--- config.mk ---
export PLATFORM = sky130hd
export DESIGN_NAME = alu_secuencial
export DESIGN_NICKNAME = d
export VERILOG_FILES = /design/src/rtl/alu_secuencial.sv
export SDC_FILE = /design/constraint.sdc
export NUM_CORES = 1
export LEC_CHECK = 0
export ABC_CLOCK_PERIOD_IN_PS = 5200
export CORE_UTILIZATION = 55
export CTS_CLUSTER_SIZE = 16
export DETAILED_ROUTE_END_ITERATION = 12
export DONT_BUFFER_PORTS = 1
export GPL_ROUTABILITY_DRIVEN = 0
export PLACE_DENSITY = 0.7
export SLEW_MARGIN = 0
export SYNTH_ARGS = -nofsm -noshare
export SYNTH_HDL_FRONTEND = slang
export SYNTH_SLANG_ARGS = --single-unit
--- constraint.sdc ---
create_clock -name clk_i -period 5.2 [get_ports clk_i]
set_clock_uncertainty 0.2 [all_clocks]
set_input_delay 1.04 -clock clk_i [delete_from_list [all_inputs] [get_ports clk_i]]
set_output_delay 1.04 -clock clk_i [all_outputs]
set_load 0.02 [all_outputs]
--- src/rtl/alu_secuencial.sv ---
`default_nettype none
// ---------------------------------------------------------------------------
// alu_secuencial : registered, handshaked ALU with iterative one-bit-per-clock
// shifts and full status flags. Optional rotates under ALU_ROTACION_EN.
// Revision 1.0
// ---------------------------------------------------------------------------
module alu_secuencial #(
   parameter int ANCHO = 8
) (
   input  logic             clk_i,
   input  logic             rst_i,
   input  logic             valido_i,
   output logic             listo_o,
   input  logic [ANCHO-1:0] ALUa_i,
   input  logic [ANCHO-1:0] ALUb_i,
   input  logic             ALUflagin_i,
   input  logic [3:0]       ALUcontrol_i,
   output logic [ANCHO-1:0] ALUresult_o,
   output logic             ALUflags_o,
   output logic             zero_o,
   output logic             negativo_o,
   output logic             desbordamiento_o,
   output logic             valido_o
);

   localparam int CW = $clog2(ANCHO + 2);
   localparam logic [CW-1:0] N_MAX = CW'(ANCHO + 1);

   localparam logic [3:0] OP_AND = 4'h0;
   localparam logic [3:0] OP_OR  = 4'h1;
   localparam logic [3:0] OP_ADD = 4'h2;
   localparam logic [3:0] OP_INC = 4'h3;
   localparam logic [3:0] OP_DEC = 4'h4;
   localparam logic [3:0] OP_NOT = 4'h5;
   localparam logic [3:0] OP_SUB = 4'h6;
   localparam logic [3:0] OP_XOR = 4'h7;
   localparam logic [3:0] OP_SHL = 4'h8;
   localparam logic [3:0] OP_SHR = 4'h9;
`ifdef ALU_ROTACION_EN
   localparam logic [3:0] OP_ROL = 4'hA;
   localparam logic [3:0] OP_ROR = 4'hB;
`endif

   typedef enum logic [0:0] {
      REPOSO   = 1'b0,
      DESPLAZA = 1'b1
   } state_t;

   state_t           state, state_n;
   logic [ANCHO-1:0] work, work_n;
   logic [CW-1:0]    count, count_n;
   logic             fill, fill_n;
   logic             dir_left, dir_left_n;
   logic             rot_mode, rot_mode_n;

   logic [ANCHO-1:0] res_n;
   logic             flag_n, zero_n, neg_n, ovf_n, vld_n;
   logic             wr;

   logic [ANCHO:0]   sum, diff;
   logic [ANCHO-1:0] sel;
   logic [CW-1:0]    shift_n;
   logic             out_bit, in_bit;
   logic [ANCHO-1:0] shifted;

   assign listo_o = (state == REPOSO) && !rst_i;

   assign sum  = {1'b0, ALUa_i} + {1'b0, ALUb_i} + {{ANCHO{1'b0}}, ALUflagin_i};
   assign diff = {1'b0, ALUa_i} - {1'b0, ALUb_i} - {{ANCHO{1'b0}}, ALUflagin_i};
   assign sel  = ALUflagin_i ? ALUb_i : ALUa_i;

   // Capping at ANCHO+1 flushes every original bit plus one fill bit out.
   assign shift_n = (ALUb_i > ANCHO'(ANCHO + 1)) ? N_MAX : CW'(ALUb_i);

   always_comb begin
      out_bit = dir_left ? work[ANCHO-1] : work[0];
      in_bit  = rot_mode ? out_bit : fill;
      shifted = dir_left ? {work[ANCHO-2:0], in_bit} : {in_bit, work[ANCHO-1:1]};
   end

   always_comb begin
      state_n    = state;
      work_n     = work;
      count_n    = count;
      fill_n     = fill;
      dir_left_n = dir_left;
      rot_mode_n = rot_mode;
      res_n      = ALUresult_o;
      flag_n     = ALUflags_o;
      ovf_n      = desbordamiento_o;
      wr         = 1'b0;

      case (state)
         REPOSO: begin
            if (valido_i) begin
               wr     = 1'b1;
               flag_n = 1'b0;
               ovf_n  = 1'b0;
               case (ALUcontrol_i)
                  OP_AND: res_n = ALUa_i & ALUb_i;
                  OP_OR:  res_n = ALUa_i | ALUb_i;
                  OP_XOR: res_n = ALUa_i ^ ALUb_i;
                  OP_ADD: begin
                     res_n  = sum[ANCHO-1:0];
                     flag_n = sum[ANCHO];
                     ovf_n  = (ALUa_i[ANCHO-1] == ALUb_i[ANCHO-1]) &&
                              (sum[ANCHO-1] != ALUa_i[ANCHO-1]);
                  end
                  OP_SUB: begin
                     res_n  = diff[ANCHO-1:0];
                     flag_n = diff[ANCHO];
                     ovf_n  = (ALUa_i[ANCHO-1] != ALUb_i[ANCHO-1]) &&
                              (diff[ANCHO-1] != ALUa_i[ANCHO-1]);
                  end
                  OP_INC: res_n = sel + ANCHO'(1);
                  OP_DEC: res_n = sel - ANCHO'(1);
                  OP_NOT: res_n = ~sel;
                  OP_SHL, OP_SHR: begin
                     if (shift_n == '0) begin
                        res_n = ALUa_i;
                     end else begin
                        wr         = 1'b0;
                        work_n     = ALUa_i;
                        count_n    = shift_n;
                        fill_n     = ALUflagin_i;
                        dir_left_n = (ALUcontrol_i == OP_SHL);
                        rot_mode_n = 1'b0;
                        state_n    = DESPLAZA;
                     end
                  end
`ifdef ALU_ROTACION_EN
                  OP_ROL, OP_ROR: begin
                     if ((ALUb_i % ANCHO'(ANCHO)) == '0) begin
                        res_n = ALUa_i;
                     end else begin
                        wr         = 1'b0;
                        work_n     = ALUa_i;
                        count_n    = CW'(ALUb_i % ANCHO'(ANCHO));
                        fill_n     = 1'b0;
                        dir_left_n = (ALUcontrol_i == OP_ROL);
                        rot_mode_n = 1'b1;
                        state_n    = DESPLAZA;
                     end
                  end
`endif
                  default: res_n = '0;
               endcase
            end
         end
         DESPLAZA: begin
            work_n  = shifted;
            count_n = count - CW'(1);
            if (count == CW'(1)) begin
               wr      = 1'b1;
               res_n   = shifted;
               flag_n  = out_bit;
               ovf_n   = 1'b0;
               state_n = REPOSO;
            end
         end
         default: state_n = REPOSO;
      endcase

      vld_n  = wr;
      zero_n = wr ? (res_n == '0) : zero_o;
      neg_n  = wr ? res_n[ANCHO-1] : negativo_o;
   end

   always_ff @(posedge clk_i or posedge rst_i) begin
      if (rst_i) begin
         state <= REPOSO;
      end else begin
         state <= state_n;
      end
   end

   always_ff @(posedge clk_i or posedge rst_i) begin
      if (rst_i) begin
         work             <= '0;
         count            <= '0;
         fill             <= 1'b0;
         dir_left         <= 1'b0;
         rot_mode         <= 1'b0;
         ALUresult_o      <= '0;
         ALUflags_o       <= 1'b0;
         zero_o           <= 1'b0;
         negativo_o       <= 1'b0;
         desbordamiento_o <= 1'b0;
         valido_o         <= 1'b0;
      end else begin
         work             <= work_n;
         count            <= count_n;
         fill             <= fill_n;
         dir_left         <= dir_left_n;
         rot_mode         <= rot_mode_n;
         ALUresult_o      <= res_n;
         ALUflags_o       <= flag_n;
         zero_o           <= zero_n;
         negativo_o       <= neg_n;
         desbordamiento_o <= ovf_n;
         valido_o         <= vld_n;
      end
   end

endmodule
`default_nettype wire
Yosys cells after proc, flatten, opt, wreduce, memory -nomap -nowiden
Cells that the tools add are included.
Widths: inputs -> output; s select.
Word-level totals
  flip-flop bits (word level): 28
  bits of input ports: 24
Cells by class
  mux-type cells: 35
  $add $sub $neg: 7
  magnitude comparators: 1
  reduce and logical (&&, ||, !) cells: 11
  equality and inequality tests: 18
  bitwise operators: 6
Operators by type and width (count)
  $pmux 8 s9: 1
  $mux 8: 8
  $pmux 8 s2: 2
  $eq 4x3->1 const B: 4
  $mux 4: 4
  $mux 1: 13
  $pmux 1 s2: 6
  $add 8x8->9: 1
  $add 9x1->9: 1
  $sub 8x8->9: 1
  $sub 9x1->9: 1
  $add 8x1->8 const B: 1
  $and 8x8->8: 1
  $eq 4x1->1 const B: 2
  $eq 4x2->1 const B: 2
  $eq 4x4->1 const B: 2
  $gt 8x4->1 const B: 1
  $logic_not 4->1: 2
  $logic_not 8->1: 1
  $not 8->8: 1
  $or 8x8->8: 1
  $pmux 4 s2: 1
  $sub 8x1->8 const B: 1
  $xor 8x8->8: 1
  12 further kinds: 19

Depth between registers and ports, before layout
Gate-level depths: netlist of the first run.
  depth after elaboration: 8
  gate-level depth with buffers: 12
  gate-level depth less buffers: 12

Worst setup path after synthesis of the first run
Ideal clock, no wire load.
  path kind: input -> register
  start: in ALUcontrol_i[1]
  end: reg zero_o
  buffers on the path: 2
  setup time: 0.103 ns
  stages on the path: 11
  arrival time: 4.090 ns
  slack: 0.807 ns
  path through: clkbuf_1 buf_2 nor3b_1 ha_1 xor2_1 a221o_1 a31oi_1 nor4b_2 a211oi_1 or4_1 o41ai_2
On the way
  cells in the longest elaborated chain, start to end: 6
RTL lines
  from (decl): RTL line 17  | input logic [3:0] ALUcontrol_i,
  $eq 4x4->1: RTL line 99  | case (ALUcontrol_i)
  $reduce_or 2->1: RTL line 99
  $pmux 8 s9 *: RTL line 99
  $mux 8 *: RTL line 95  | if (valido_i) begin
  $pmux 8 s2 *: RTL line 93  | case (state)
  via res_n[2]: RTL line 56  | logic [ANCHO-1:0] res_n;
  $logic_not 8->1 *: RTL line 165  | zero_n = wr ? (res_n == '0) : zero_o;
  to (signal assigned): RTL line 198  | zero_o <= zero_n;
  to (decl): RTL line 20  | output logic zero_o,
The timed path passes the listed nets; every way through them passes the cells marked *.
A chain may end at the register's enable or synchronous reset.

Final worst setup path of the first run
  start: in ALUcontrol_i[2]
  end: reg zero_o
Same word-level chain as after synthesis.

==> impl_results.md, run 1 <==
- Crit-path max FO: 21
- Startpoint types: input pin
- Pin count of the biggest net entering global routing: 49
- Starting DRT DRC Count: 345
- Pleak: between 1.5 and 2 nW
- Number of vias in the routed layout: 3374
- Net Sw Power: 574 uW
- Synth warn: 0
- Clock power share: 13.9%
- Ports: 38
- Post-CTS Setup Inserts: 0
- TNS Setup: 0 ns
- Clk Latency, worst-skew pair: 0.28 ns
- Pwr per Cell Area: around 350 nW/um^2
- Adder-Cell Fraction of Synth Area: 16.3%
- Final hold vios: 0
- Initial core utilization: 58.1%
- Sequential area share after synthesis: between 15 and 20%
- Nets@finish: 496
- # fillers: about 560
- DR pass1 iterations: 5
- Final worst-path cycle share: 75.0%
- Post-CTS sizing: 0
- Setup violations, final: 0
- Mapped Cells: 442
- Hold crit path type: flip-flop to flip-flop
- Die width: 82.0 microns
- Max_slew headroom: 26.1%
- Reg power frac: 36.7%
- Syn Std Cell Area: ~3500 sq um
- Internal: 696 uW
- CTS tree: built
- Slew Limit Fails: 0
- Worst vdd ir: roughly 310 uV
- CP cell instances: nor2b_1 -> nor3b_1 -> buf_4 -> ha_1 -> xor2_1 -> a221o_1 -> a31oi_1 -> nor4b_2 -> a211oi_1 -> or4_1 -> o41ai_2
- Gr ovfl total: 0
- Logic gate share of total power: between 40 and 50%
- Detailed Route WL: 10.1 mm
- Share of the synthesized area in the top cell type: 19.9%
- Syn Nets: 509
- CTS clk-pin slew, worst paths: 0.10 ns
- First-pass GRT wire length: between 15 and 20 mm
- CP Class: input pin to flip-flop
- Detail Route Antenna Nets: 0
- FP Rows: 28
- Maxcap violations: 0
- Top post-synthesis cells by area: dfrtp_1 (20%), ha_1 (13%), a21oi_1 (5.8%), nand2_1 (4.2%), o21ai_0 (4.1%)
- Footprint of the multi-input gates: 2610 sq um
- Number of vias per cell: 6.71
- Worst EP arrival: 3.89 ns
- Status: completed
- Full die area: 6730 sq um
- Switching share of power: 45.2%
- Yosys top cell by area: dfrtp_1
- Post-route DRC: 0
- Number of flops mapped to enable cells by yosys: 0
- Register bit total from synthesis: 28
- Slowest library cell on the worst path: or4_1
- Critical Path RT: 5.19 ns
- Count of cell types in the netlist: between 50 and 60
- Min Tclk post-route: 3.90 ns
- Largest family of logic cells by synthesized area: compound AO/OA/AOI/OAI gates
- Max stage delay on crit path: 0.59 ns
- Diode count: 0
- Complex-gate fraction of the synthesized area: 26.1%
- Asr flop ratio synth: 100%
- HPWL after DPL: 7.79 mm
- CTS Buffer Depth: 2
- Sequential Area: 701 sq um
- Sink Count: 28
- Share of cells above drive strength 1: 6.07%
- RSZ-0062 raised after global routing: false
- Most common cell after layout, fill and taps aside: a21oi_1
- Most used flip-flop cell after synthesis: dfrtp_1
- # port buffers: 0
- Fmax: 0.256 GHz
- # hold bufs at CTS: 0
- CTS Buf Count: 3
- Synth Area in XOR/XNOR: 4.72%
- Wire length per cell: 20.1 microns
- Worst reg-to-reg setup slack: ~2.6 ns
- CTS HTree Levels: 1
- Most frequent cells in the layout: a21oi_1 (41), nand2_1 (39), ha_1 (38)
- Synth Area in Simple Gates: 19.9%
- Syn Area/Cell: 7.97 sq um
- Initial antenna violation count: 0
- Area growth syn-to-layout: 2.74%
- Core Area: 6060 sq um
- Vias in the first global route: 3316
- Die H: 82.0 microns
- Root buf cell: clkbuf_8
- Tightest Pin Transition: 1.11 ns
- CP Capture Type: flip-flop
- GRT Total Usage: just over 30%
- Design Power: 1.27 mW
- Mux contribution to synthesized area: between 6 and 7%
## cell families after synthesis
| kind of cell | count (synthesis) |
|---|---|
| xor+xnor | 19 |
| simple gates | 134 |
| buf+inv | 54 |
| flops | 28 |
| mux | 23 |
| fa+ha+maj | 43 |
| compound gates | 141 |
## power groups by stage
| stage | Combinational, mW | Sequential (mW) | Clock (mW) |
|---|---|---|---|
| 6_report | 0.628 | 0.467 | 0.176 |
| 2_1_floorplan | 0.525 | 0.425 | 0 |
| 3_3_place_gp | 0.604 | 0.468 | 0 |
| 4_1_cts | 0.619 | 0.466 | 0.177 |
| 5_1_grt | 0.700 | 0.479 | 0.185 |
| 3_5_place_dp | 0.616 | 0.469 | 0 |
## metal layers
metal	GRT usage [%]	up-vias	part of all wire, %
li1	-	1582	-
met1	39.6	1596	42
met2	51.8	170	46
met3	7.56	26	9.5
met4	8.60	0	2.4
met5	0	-	0
## stage by stage
| stage | instances | utilization [%] | hold WS [ns] | cell area [sq um] | setup slack, ns |
|---|---|---|---|---|---|
| floorplan | 442 | - | 0.297 | 3520 | 0.807 |
| global placement | 499 | 58.5 | 0.328 | 3550 | 1.18 |
| detailed placement | 499 | 58.5 | 0.337 | 3550 | 1.05 |
| CTS | 503 | 59.7 | 0.350 | 3620 | 1.33 |
| global route | 503 | 59.7 | 0.383 | 3620 | 1.18 |
| finish | 503 | 59.7 | 0.347 | 3620 | 1.30 |
## cell type report
type / instances / share of cell area, %
clock inverters: 1 / 0.830
flip-flops and latches: 28 / 19.4
inverters: 33 / 3.42
repair buffers: 3 / 0.622
multi-input cells: 360 / 72.0
clock buffers: 3 / 1.14
well taps: 75 / 2.59
## cell usage after synthesis (3+ instances only)
master	instances
a211oi_1	12
a21o_1	7
a21oi_1	41
a22oi_1	3
a31oi_1	6
a32oi_1	3
and2_1	3
buf_2	7
clkbuf_1	13
dfrtp_1	28
fa_1	5
ha_1	38
inv_1	32
mux2_2	11
mux2i_1	12
nand2_1	39
nand2b_1	3
nand3_1	6
nand4_1	4
nor2_1	37
nor2b_1	6
nor3_1	11
nor3b_1	4
nor4_1	6
o211ai_1	8
o21a_1	5
o21ai_0	29
o22ai_1	5
xnor2_1	11
xor2_1	8
## critical path: cells and delay by family
family | cells | cell delay, ns
AOI/OAI and AO/OA | 4 | 0.86
xor gates and xnor gates | 1 | 0.17
adders and majority gates | 1 | 0.30
buffers and inverters | 1 | 0.21
and+or+nand+nor | 4 | 1.30
## state kept, by name, summed over array words and instances (netlist names)
register          cells
ALUflags_o            1
valido_o              1
state                 1
zero_o                1
fill                  1
ALUresult_o           8
work                  8
negativo_o            1
dir_left              1
desbordamiento_o      1
count                 4
## worst paths after layout
check / startpoint / end / cells after the start
worst max register to register: count[1] / zero_o / 9
worst max-delay path: ALUcontrol_i[2] / zero_o / 11
worst min-delay path: count[0] / count[0] / 1
min in group asynchronous: rst_i / work[4] / 1
worst min register to register: count[0] / count[0] / 1
max in group asynchronous: rst_i / fill / 1
No activity file was read; power rests on OpenSTA's default activity.
==> run 2, diff against run 1 <==
Settings changed: ABC_CLOCK_PERIOD_IN_PS 5200 to 3200, PLACE_DENSITY 0.7 to 0.73.
Clock period 5.2 ns to 3.2 ns, I/O delays scaled along.
==> run 2 against run 1 <==
Compared with the run above:
- routed wire length rose by 4.2%
- clock power is 6% higher
- total power up 64%
- register-to-register slack got worse by 2.1 ns
- combinational power increased by 80%
- via count is 5.4% higher
- global-route usage is 1.5 points higher
- count of clock-buffer cells in the layout is the same
- final area grew 12%
- first-iteration DRC count fell by 12%
- critical path type unchanged
==> impl_results.md, run 2 (synthesis gave the netlist of run 1 again) <==
- Most frequent cells in the layout: buf_4 (51), nand2_1 (39), a21oi_1 (39)
- Vias in the first global route: 3378 (+1.9%)
- Detail Route Antenna Nets: 0 (unchanged)
- Hold Path Depth: 1 (unchanged)
- Most common cell after layout, fill and taps aside: buf_4
- CP Capture Type: flip-flop
- CP Class: input pin to flip-flop
- Post-route cell area: 4040 sq um (+12%)
- Gr ovfl total: 0 (unchanged)
- Finished Layout Cells: 551 (+9.5%)
- RR Startpoint: count[1]
- Pin count of the biggest net entering global routing: 49 (unchanged)
- Worst vdd ir: 453 uV (+44%)
- Highest routed layer: met4
- CTS HTree Levels: 1 (unchanged)
- Die H: 82.0 microns (unchanged)
- GRT Total Usage: 32.5% (+1.5 points)
- Min Tclk post-route: 3.18 ns
- Die width: 82.0 microns (unchanged)
- Setup violations, final: 0 (unchanged)
- Pleak: 1.80 nW (+15%)
- Met3 routed WL: 960 microns (-0.21%)
- # hold bufs at CTS: 0 (unchanged)
- # port buffers: 0 (unchanged)
- Sink Count: 28 (unchanged)
- Largest regs: ALUresult_o: 8 flops, work: 8 flops, count: 4 flops
- FP Rows: 28 (unchanged)
- Wl on met1: 4.37 mm (+2.7%)
- Routed wl met2: 4.87 mm (+5.0%)
- Final worst-path cycle share: 99.4%
- Detailed Route WL: 10.5 mm (+4.2%)
- Root buf cell: clkbuf_8
- Full die area: 6730 sq um (unchanged)
- Core Area: 6060 sq um (unchanged)
- Share of cells above drive strength 1: 19.1% (+13 points)
- Starting DRT DRC Count: 304 (-12%)
- Hold_ws: 0.253 ns (-0.0937 ns)
- Number of vias in the routed layout: 3555 (+5.4%)
- R2R depth: 9 (unchanged)
- Startpoint types: input pin
- Placed inst area: 3950 sq um (+11%)
- Critical Path RT: 3.18 ns (-2.01 ns)
- Maxcap violations: 0 (unchanged)
- Worst min-delay path startpoint: ALUcontrol_i[0]
- Worst reg-to-reg setup slack: 0.52 ns (-2.07 ns)
- # fillers: 530 (-6.0%)
- Worst EP arrival: 3.16 ns (-0.73 ns)
- Design Power: 2.08 mW (+64%)
- Post-placement cell count: 547 (+9.6%)
- Initial core utilization: 58.1% (unchanged)
- CTS Buf Count: 3 (unchanged)
- Hold crit path type: input pin to flip-flop
- Fmax: 0.314 GHz
- CTS Buffer Depth: 2 (unchanged)
- Number of vias per cell: 6.45 (-3.8%)
- Ports: 38 (unchanged)
- Initial antenna violation count: 0 (unchanged)
- First-pass GRT wire length: 16.5 mm (+3.7%)
- Diode count: 0 (unchanged)
- Worst reg2reg endpoint: zero_o
- Max_slew headroom: 30.6% (+4.5 points)
- CTS tree: built
- Nets@finish: 545 (+9.9%)
- Status: completed
- Pwr per Cell Area: 515 nW/um^2 (+47%)
- CTS clk-pin slew, worst paths: 0.09 ns (about the same)
- Wire length per cell: 19.1 microns (-4.9%)
- Tightest Pin Transition: 1.04 ns (-0.0671 ns)
- Slew Limit Fails: 0 (unchanged)
- DR pass1 iterations: 5 (unchanged)
- Hold Path End: dir_left
- Final hold vios: 0 (unchanged)
- Clk Latency, worst-skew pair: 0.27 ns (about the same)
- HPWL after DPL: 8.22 mm (+5.6%)
- Crit-path max FO: 6 (-71%)
- Area growth syn-to-layout: 14.7%
- Post-route DRC: 0 (unchanged)
-- run 2: power by group --
group / switching, mW / internal, mW
sequential: 0.256 / 0.508
combinational: 0.586 / 0.545
clock: 0.102 / 0.0846
-- run 2: routing by layer --
layer | global-route usage [%] | vias to the layer above
met5 | 0 | -
met4 | 10.2 | 0
met3 | 5.33 | 30
met2 | 54.0 | 179
met1 | 42.9 | 1664
li1 | - | 1682
-- run 2: repair_timing --
item                                    4_1_cts  5_1_grt
resized for setup                             0       17
endpoints found under the setup margin        0        3
setup buffers                                 0        1
-- run 2: worst max-delay path, stage by stage --
cell and delay (ns):
fa_1 0.61, inv_1 0.06, ha_1 0.20, o21ai_2 0.20, nand2_1 0.09, xor2_1 0.15
a21oi_1 0.18, a31o_1 0.19, o211ai_1 0.09, or4_1 0.54, o41ai_2 0.20
-- run 2: worst max path at each step --
stage / start / endpoint / slack (ns) / cells past startpoint
final: ALUa_i[0] / zero_o / 0.02 / 11
after detailed placement: ALUcontrol_i[2] / zero_o / -0.28 / 10
after floorplan: ALUcontrol_i[1] / zero_o / -0.25 / 11
after global placement: ALUcontrol_i[2] / zero_o / -0.24 / 10
after global routing: ALUcontrol_i[2] / zero_o / -0.009 / 10
after CTS: ALUcontrol_i[2] / zero_o / 0.01 / 10
-- run 2: area by class of cell --
cell class	instances	area [sq um]	share of cell area, %
Sequential cell	28	701	17.3
Timing Repair Buffer	52	394	9.76
Tap cell	75	93.8	2.32
Inverter	33	126	3.13
Clock buffer	3	41.3	1.02
Multi-Input combinational cell	360	2680	66.4
-- run 2: metrics by stage --
step	util [%]	setup WS [ns]	setup TNS (ns)
4_1_cts	65.8	0.0120	0
3_3_place_gp	65.1	-0.241	-0.522
2_1_floorplan	-	-0.253	-0.253
3_5_place_dp	65.1	-0.279	-0.671
6_report	66.6	0.0194	0
5_1_grt	66.6	-0.00930	-0.00930
==> run 3, diff against run 2 <==
Settings changed: SKIP_LAST_GASP from default to 1.
==> results of run 3 <==
Final layout, timing and power as in run 2 (identical DEF).
